--- src/rtl/map_ss_seq_if.sv ---
`timescale 1ns/1ps
// Signal bundle between the save-state sequencer, the system host side and the mapper ss port.
// master = sequencer, slave = host/mapper side.
interface map_ss_seq_if;
    logic       cmd_save;
    logic       cmd_load;
    logic       busy;
    logic       done;
    logic       err;
    logic       ss_act;
    logic       ss_we;
    logic [7:0] ss_addr;
    logic [7:0] ss_wdat;
    logic [7:0] ss_rdat;
    logic [7:0] out_dat;
    logic       out_vld;
    logic       out_rdy;
    logic [7:0] in_dat;
    logic       in_vld;
    logic       in_rdy;

    modport master (
        input  cmd_save, cmd_load, ss_rdat, out_rdy, in_dat, in_vld,
        output busy, done, err, ss_act, ss_we, ss_addr, ss_wdat, out_dat, out_vld, in_rdy
    );

    modport slave (
        output cmd_save, cmd_load, ss_rdat, out_rdy, in_dat, in_vld,
        input  busy, done, err, ss_act, ss_we, ss_addr, ss_wdat, out_dat, out_vld, in_rdy
    );
endinterface

--- src/rtl/map_ss_seq.sv ---
`timescale 1ns/1ps
// Save-state sequencer: streams the mapper save-state space to the host on save, writes it back on load.
// Define SS_SUM_EN to append (save) or verify (load) a two's-complement checksum byte.
module map_ss_seq #(
    parameter int SS_LEN    = 128,
    parameter int RD_SETTLE = 2
) (
    input  logic          clk,
    input  logic          map_rst,
    input  logic          m2,
    map_ss_seq_if.master  bus
);

    localparam logic [7:0] LAST_ADDR = 8'(SS_LEN - 1);
    localparam int         CNT_MAX   = (RD_SETTLE > 2) ? RD_SETTLE : 2;
    localparam int         CNT_W     = $clog2(CNT_MAX + 1);
    localparam logic [CNT_W-1:0] SETTLE_CNT = CNT_W'(RD_SETTLE);
    localparam logic [CNT_W-1:0] WR_GUARD   = CNT_W'(2);

`ifdef SS_SUM_EN
    typedef enum logic [3:0] {IDLE, ARM, RD_WAIT, RD_PUSH, LD_POP, LD_WR, LD_HOLD, SUM, FIN} state_t;
    localparam state_t TAIL = SUM;
`else
    typedef enum logic [3:0] {IDLE, ARM, RD_WAIT, RD_PUSH, LD_POP, LD_WR, LD_HOLD, FIN} state_t;
    localparam state_t TAIL = FIN;
`endif

    state_t           state, state_nxt;
    logic [2:0]       m2_sync;
    logic             m2_fall;
    logic             mode_save;
    logic [7:0]       addr_q, wdat_q, odat_q, sum_q;
    logic [7:0]       sum_rd;
    logic [CNT_W-1:0] cnt_q;
    logic             last;
    logic             in_sum;

    always_ff @(posedge clk or posedge map_rst) begin
        if (map_rst) m2_sync <= '0;
        else         m2_sync <= {m2_sync[1:0], m2};
    end

    assign m2_fall = m2_sync[2] & ~m2_sync[1];
    assign last    = (addr_q == LAST_ADDR);
    assign sum_rd  = sum_q + odat_q;

`ifdef SS_SUM_EN
    logic       err_q;
    logic [7:0] sum_ld;
    assign sum_ld  = sum_q + bus.in_dat;
    assign in_sum  = (state == SUM);
    assign bus.err = err_q;
`else
    assign in_sum  = 1'b0;
    assign bus.err = 1'b0;
`endif

    always_ff @(posedge clk or posedge map_rst) begin
        if (map_rst) state <= IDLE;
        else         state <= state_nxt;
    end

    // NOTE: state_nxt gets its default before the case so no path leaves it unassigned (no latch).
    always_comb begin
        state_nxt = state;
        case (state)
            IDLE:    if (bus.cmd_save || bus.cmd_load) state_nxt = ARM;
            ARM:     if (m2_fall) state_nxt = mode_save ? RD_WAIT : LD_POP;
            RD_WAIT: if (cnt_q == SETTLE_CNT) state_nxt = RD_PUSH;
            RD_PUSH: if (bus.out_rdy) state_nxt = last ? TAIL : RD_WAIT;
            LD_POP:  if (bus.in_vld) state_nxt = LD_WR;
            // A fall seen before WR_GUARD cycles belongs to an m2 edge that preceded ss_we.
            LD_WR:   if (m2_fall && cnt_q >= WR_GUARD) state_nxt = LD_HOLD;
            LD_HOLD: state_nxt = last ? TAIL : LD_POP;
`ifdef SS_SUM_EN
            SUM:     if (mode_save ? bus.out_rdy : bus.in_vld) state_nxt = FIN;
`endif
            FIN:     state_nxt = IDLE;
            default: state_nxt = IDLE;
        endcase
    end

    always_ff @(posedge clk or posedge map_rst) begin
        if (map_rst) begin
            mode_save <= 1'b0;
            addr_q    <= '0;
            wdat_q    <= '0;
            odat_q    <= '0;
            sum_q     <= '0;
            cnt_q     <= '0;
`ifdef SS_SUM_EN
            err_q     <= 1'b0;
`endif
        end else begin
            cnt_q <= '0;
            case (state)
                IDLE: if (bus.cmd_save || bus.cmd_load) begin
                    mode_save <= bus.cmd_save;
                    sum_q     <= '0;
`ifdef SS_SUM_EN
                    err_q     <= 1'b0;
`endif
                end
                RD_WAIT: begin
                    if (cnt_q == SETTLE_CNT) odat_q <= bus.ss_rdat;
                    else                     cnt_q  <= cnt_q + CNT_W'(1);
                end
                RD_PUSH: if (bus.out_rdy) begin
                    sum_q <= sum_rd;
                    if (!last) addr_q <= addr_q + 8'd1;
`ifdef SS_SUM_EN
                    else       odat_q <= 8'd0 - sum_rd;
`endif
                end
                LD_POP: if (bus.in_vld) begin
                    wdat_q <= bus.in_dat;
                    sum_q  <= sum_q + bus.in_dat;
                end
                LD_WR:   cnt_q <= (cnt_q >= WR_GUARD) ? cnt_q : cnt_q + CNT_W'(1);
                LD_HOLD: if (!last) addr_q <= addr_q + 8'd1;
`ifdef SS_SUM_EN
                SUM: if (!mode_save && bus.in_vld) begin
                    sum_q <= sum_ld;
                    if (sum_ld != 8'd0) err_q <= 1'b1;
                end
`endif
                FIN: begin
                    addr_q <= '0;
                    wdat_q <= '0;
                    odat_q <= '0;
                end
                default: ;
            endcase
        end
    end

    assign bus.busy    = (state != IDLE) && (state != FIN);
    assign bus.done    = (state == FIN);
    assign bus.ss_act  = bus.busy;
    assign bus.ss_we   = (state == LD_WR) || (state == LD_HOLD);
    assign bus.ss_addr = addr_q;
    assign bus.ss_wdat = wdat_q;
    assign bus.out_dat = odat_q;
    assign bus.out_vld = (state == RD_PUSH) || (in_sum && mode_save);
    assign bus.in_rdy  = (state == LD_POP) || (in_sum && !mode_save);

endmodule

--- src/flat_wrapper.sv ---
// flat-port wrapper written by rule: the top's interface ports become plain ports
module map_ss_seq_flat 
#(
    parameter int SS_LEN    = 128,
    parameter int RD_SETTLE = 2
)
  (clk, map_rst, m2, bus_cmd_save, bus_cmd_load, bus_ss_rdat, bus_out_rdy, bus_in_dat, bus_in_vld, bus_busy, bus_done, bus_err, bus_ss_act, bus_ss_we, bus_ss_addr, bus_ss_wdat, bus_out_dat, bus_out_vld, bus_in_rdy);
  map_ss_seq_if bus_i ();
  input  logic clk;
  input  logic map_rst;
  input  logic m2;
  input wire logic [$bits(bus_i.cmd_save)-1:0] bus_cmd_save;
  input wire logic [$bits(bus_i.cmd_load)-1:0] bus_cmd_load;
  input wire logic [$bits(bus_i.ss_rdat)-1:0] bus_ss_rdat;
  input wire logic [$bits(bus_i.out_rdy)-1:0] bus_out_rdy;
  input wire logic [$bits(bus_i.in_dat)-1:0] bus_in_dat;
  input wire logic [$bits(bus_i.in_vld)-1:0] bus_in_vld;
  output wire logic [$bits(bus_i.busy)-1:0] bus_busy;
  output wire logic [$bits(bus_i.done)-1:0] bus_done;
  output wire logic [$bits(bus_i.err)-1:0] bus_err;
  output wire logic [$bits(bus_i.ss_act)-1:0] bus_ss_act;
  output wire logic [$bits(bus_i.ss_we)-1:0] bus_ss_we;
  output wire logic [$bits(bus_i.ss_addr)-1:0] bus_ss_addr;
  output wire logic [$bits(bus_i.ss_wdat)-1:0] bus_ss_wdat;
  output wire logic [$bits(bus_i.out_dat)-1:0] bus_out_dat;
  output wire logic [$bits(bus_i.out_vld)-1:0] bus_out_vld;
  output wire logic [$bits(bus_i.in_rdy)-1:0] bus_in_rdy;
  assign bus_i.cmd_save = bus_cmd_save;
  assign bus_i.cmd_load = bus_cmd_load;
  assign bus_i.ss_rdat = bus_ss_rdat;
  assign bus_i.out_rdy = bus_out_rdy;
  assign bus_i.in_dat = bus_in_dat;
  assign bus_i.in_vld = bus_in_vld;
  assign bus_busy = bus_i.busy;
  assign bus_done = bus_i.done;
  assign bus_err = bus_i.err;
  assign bus_ss_act = bus_i.ss_act;
  assign bus_ss_we = bus_i.ss_we;
  assign bus_ss_addr = bus_i.ss_addr;
  assign bus_ss_wdat = bus_i.ss_wdat;
  assign bus_out_dat = bus_i.out_dat;
  assign bus_out_vld = bus_i.out_vld;
  assign bus_in_rdy = bus_i.in_rdy;
  map_ss_seq #(.SS_LEN(SS_LEN), .RD_SETTLE(RD_SETTLE)) u_core (.clk(clk), .map_rst(map_rst), .m2(m2), .bus(bus_i));
endmodule
--- config.mk ---
export PLATFORM = sky130hd
export DESIGN_NAME = map_ss_seq_flat
export DESIGN_NICKNAME = d
export VERILOG_FILES = /design/src/rtl/map_ss_seq_if.sv /design/src/rtl/map_ss_seq.sv /design/src/flat_wrapper.sv
export SDC_FILE = /design/constraint.sdc
export NUM_CORES = 1
export LEC_CHECK = 0
export BUFFER_PORTS_ARGS = -buffer_cell sky130_fd_sc_hd__buf_2
export CAP_MARGIN = 20
export CORE_MARGIN = 2
export CORE_UTILIZATION = 54
export CTS_CLUSTER_SIZE = 30
export DETAILED_ROUTE_END_ITERATION = 6
export PLACE_DENSITY_LB_ADDON = 0.25
export SYNTH_ARGS = -nofsm -noshare
export SYNTH_HDL_FRONTEND = slang
export SYNTH_SLANG_ARGS = --single-unit
--- constraint.sdc ---
create_clock -name clk -period 2.4 [get_ports clk]
set_input_delay 0.12 -clock clk [delete_from_list [all_inputs] [get_ports clk]]
set_output_delay 0.12 -clock clk [all_outputs]
set_load 0.01 [all_outputs]
==> run summary <==
Hold depth: 3
Horiz. Die Dim: 60.6 um
Highest-delay cell along the critical path: dfrtp_1
Source of the worst register-to-register timing path: u_core.state[2]
FF-to-FF End: u_core.bus.ss_wdat[6]
Type of origin of the critical path: flip-flop
Leakage power of the design: 0.00108 uW
Critical path peak fanout: 20
Latest clock arrival within the worst-skew pair: 0.34 ns
Number of buffers and inverters on the critical path: 2
Worst Clk Skew: 0.0126 ns
Antenna violations before repair: 0
Rel. slew slack: 56.8%
Largest net degree at the start of global routing: 34
Max Root-Sink Buffers: 2
Library cell used as clock root buffer: clkbuf_4
Data arrival time of the critical path: 1.98 ns
Worst slack at placement: 0.549 ns
Startpoint of the worst hold path: bus_in_dat[6]
GPL Wtd Cong: 0.785
Sequential-to-total area share from yosys stat: 47.7%
Max-slew violation count: 0
Drt first pass iters: 4
Power density normalized to cell area: 1080 mW/mm2
Commonest register cell after synthesis: dfrtp_1
Ratio of cells with drive above 1 in the final layout: 25.8%
Combinational family with the most area after synthesis: simple AND/OR/NAND/NOR gates
Clock tree from TritonCTS: built
Reg clk slew, reported paths: 0.11 ns
Worst-case vdd ir drop: 0.000623 V
Critical Path End Type: output pin
Global-route wire length before repair: 6700 um
Cell type with the largest total area after synthesis: dfrtp_1
Aggregate routed wire length: 4120 um
Net count, final: 282
Post-DP HPWL: 2760 um
Total GRT Usage: 24.8%
Total of max-cap violations: 0
Via count of the first global-routing pass: 1546
Remaining Overflow, GRT: 0
# H-tree levels: 2
Synthesized instance count: 190
Number of DRC markers after the initial detailed-route iteration: 61
Sink of the worst hold path: u_core.bus.ss_wdat[6]
Summed negative setup slack over all endpoints: 0 ns
Initial Utilization: 56.7%
Warnings, synthesis: 0
Period Utilization, post-route: 87.6%
Portion of netlist area occupied by mux cells: 0.578%
WL/cell: 13.7 um
Smallest setup slack after layout: 0.297 ns
Setup repair after global routing missed its margin: no
Post-Synthesis Net Count: 217
Ant. Diodes: 0
Slew at the pin closest to its max-slew limit: 0.648 ns
Worst-case register-to-register setup slack: 0.54 ns
Detail Route Antenna Nets: 0
Chip Height: 60.6 um
Clock tree sinks: 33
Number of enable-type register cells in the synthesized netlist: 0
Count of buffers added by post-CTS timing repair for setup: 0
# port buffers: 52
Top-level port count: 54
Fraction of the mapped netlist area in simple logic gates: 21.8%
Floorplan core area: 0.00305 mm2
Remaining DRCs: 0
Hold Path Class: primary input to flip-flop
Sequence of cells on the critical path: and2_1, nand2_1, inv_1, nor2_1, buf_2
Area share of the largest cell type after synthesis: 47.7%
Final hold violation count: 0
Mapped Area: 0.00173 mm2
Max Clk Rate: 475 MHz
CP delay by family, top: flip-flops
Highest cell delay on the worst timing path: 0.77 ns
Worst endpoint required time: 2.28 ns
Post-Synth XOR/XNOR Area: 2.60%
Critical path type: flip-flop to output pin
Number of distinct standard cells referenced by the synthesized netlist: 41
Post-synthesis sequential element count: 33
Number of buffers added by the clock tree synthesis step: 5
Synthesized area per cell: 9.11 um2
Area growth, synth to finish: 29.6%
Compound-gate portion of the synthesized area: 17.9%
Async set or reset register ratio after synthesis: 100%
Adder-cell share of the synthesized area: 2.89%
Result of the run: finished, final reports clean
Final setup viols: 0
Detailed-route via count: 1594
Cells taking the most area after synthesis: dfrtp_1 48%, nand2_1 9.8%, o21ai_0 5.5%, ha_1 2.9%, a21oi_1 2.0%
Final critical path time including I/O delays and setup: 2.10 ns
Worst Reg2Reg Path Length in Cells: 3
Via-per-instance ratio: 5.31
Total number of placement rows: 20
Floorplan die area: 0.00367 mm2
-- stage by stage --
step	power [uW]	hold slack [ns]	area, um2	instances	util [%]
floorplan	1650	0.151	1730	190	-
global placement	1930	0.224	1980	275	65.0
detailed placement	1960	0.230	1980	275	65.0
CTS	2440	0.000772	2240	300	73.5
global route	2620	0.00644	2240	300	73.5
finish	2430	0.0126	2240	300	73.5
-- timing repair --
item	CTS	global route
hold endpoints to repair	49	0
resized for setup	0	0
hold buffers	17	0
-- report_power, final --
part	switching (uW)	internal, uW	leakage [uW]
Sequential	247	762	0.000418
Clock	203	248	0.0000445
Combinational	525	443	0.000623
Total	974	1450	0.00108
-- cell families (layout without fill, tap and decap cells) --
logic type / count (synthesis) / count (layout)
AND/OR/NAND/NOR: 79 / 79
AO/OA/AOI/OAI: 48 / 48
flip-flops: 33 / 33
buffers and inverters: 21 / 87
adder cells (fa/ha/maj): 4 / 4
XOR/XNOR: 3 / 3
other: 1 / 1
multiplexers: 1 / 1
-- synth_stat cells (all sizes together), types with 3 or more instances --
| master | count |
|---|---|
| nand2 | 45 |
| and2 | 4 |
| dfrtp | 33 |
| nor3b | 4 |
| nor3 | 3 |
| inv | 7 |
| ha | 4 |
| or4 | 4 |
| o31ai | 3 |
| nor2 | 8 |
| o21ai | 22 |
| buf | 12 |
| a31oi | 3 |
| a21oi | 7 |
-- routing by layer --
metal	GRT usage (%)	wire, um	vias up
met3	6.40	207	9
met1	30.7	1780	760
met5	0	0	-
met2	41.5	2050	44
li1	-	-	781
met4	10.2	80	0
-- layout by cell type, fill, tap and decap left out, drive strengths merged, types with 2 or more instances in the layout --
| master | synthesis | layout |
|---|---|---|
| a211oi | 2 | 2 |
| a21o | 2 | 2 |
| a21oi | 7 | 7 |
| a22o | 2 | 2 |
| a31oi | 3 | 3 |
| and2 | 4 | 4 |
| buf | 12 | 55 |
| clkbuf | 2 | 6 |
| dfrtp | 33 | 33 |
| dlygate4sd3 | 0 | 17 |
| ha | 4 | 4 |
| inv | 7 | 7 |
| nand2 | 45 | 45 |
| nand2b | 2 | 2 |
| nand3 | 2 | 2 |
| nand3b | 2 | 2 |
| nor2 | 8 | 8 |
| nor3 | 3 | 3 |
| nor3b | 4 | 4 |
| o21ai | 22 | 22 |
| o31ai | 3 | 3 |
| or4 | 4 | 4 |
| xnor2 | 2 | 2 |
-- layout make-up --
cell class                 instances  area (um2)
clock inverter                     2        37.5
tap                               44        55.1
clock buffer                       6        51.3
fill                             244         810
multi-input combinational        136         795
inverter                           7        26.3
timing repair buffer              72         453
sequential                        33         826
-- worst reg2reg max path: stages (launching register included) --
cell and delay, ns:
dfrtp_1 0.77, nor3b_1 0.31, and2_1 0.46, o21ai_0 0.20
-- sequential cells by signal, indices dropped and copies added, names as in the netlist --
| register | cells |
|---|---|
| u_core.bus.out_dat | 8 |
| u_core.mode_save | 1 |
| u_core.state | 3 |
| u_core.bus.ss_wdat | 8 |
| u_core.bus.ss_addr | 8 |
| u_core.cnt_q | 2 |
| u_core.m2_sync | 3 |
-- worst max path at each step --
stage	from	end	slack, ns	cells past startpoint
floorplan	u_core.bus.ss_addr[0]	u_core.bus.ss_addr[5]	0.78	5
global placement	u_core.state[0]	u_core.bus.ss_addr[3]	0.61	4
detailed placement	u_core.state[2]	u_core.bus.ss_wdat[6]	0.55	3
CTS	u_core.state[2]	bus_busy	0.31	5
global route	u_core.state[2]	bus_busy	0.20	5
finish	u_core.state[2]	bus_busy	0.30	5
(Power assumes the default switching activity.)
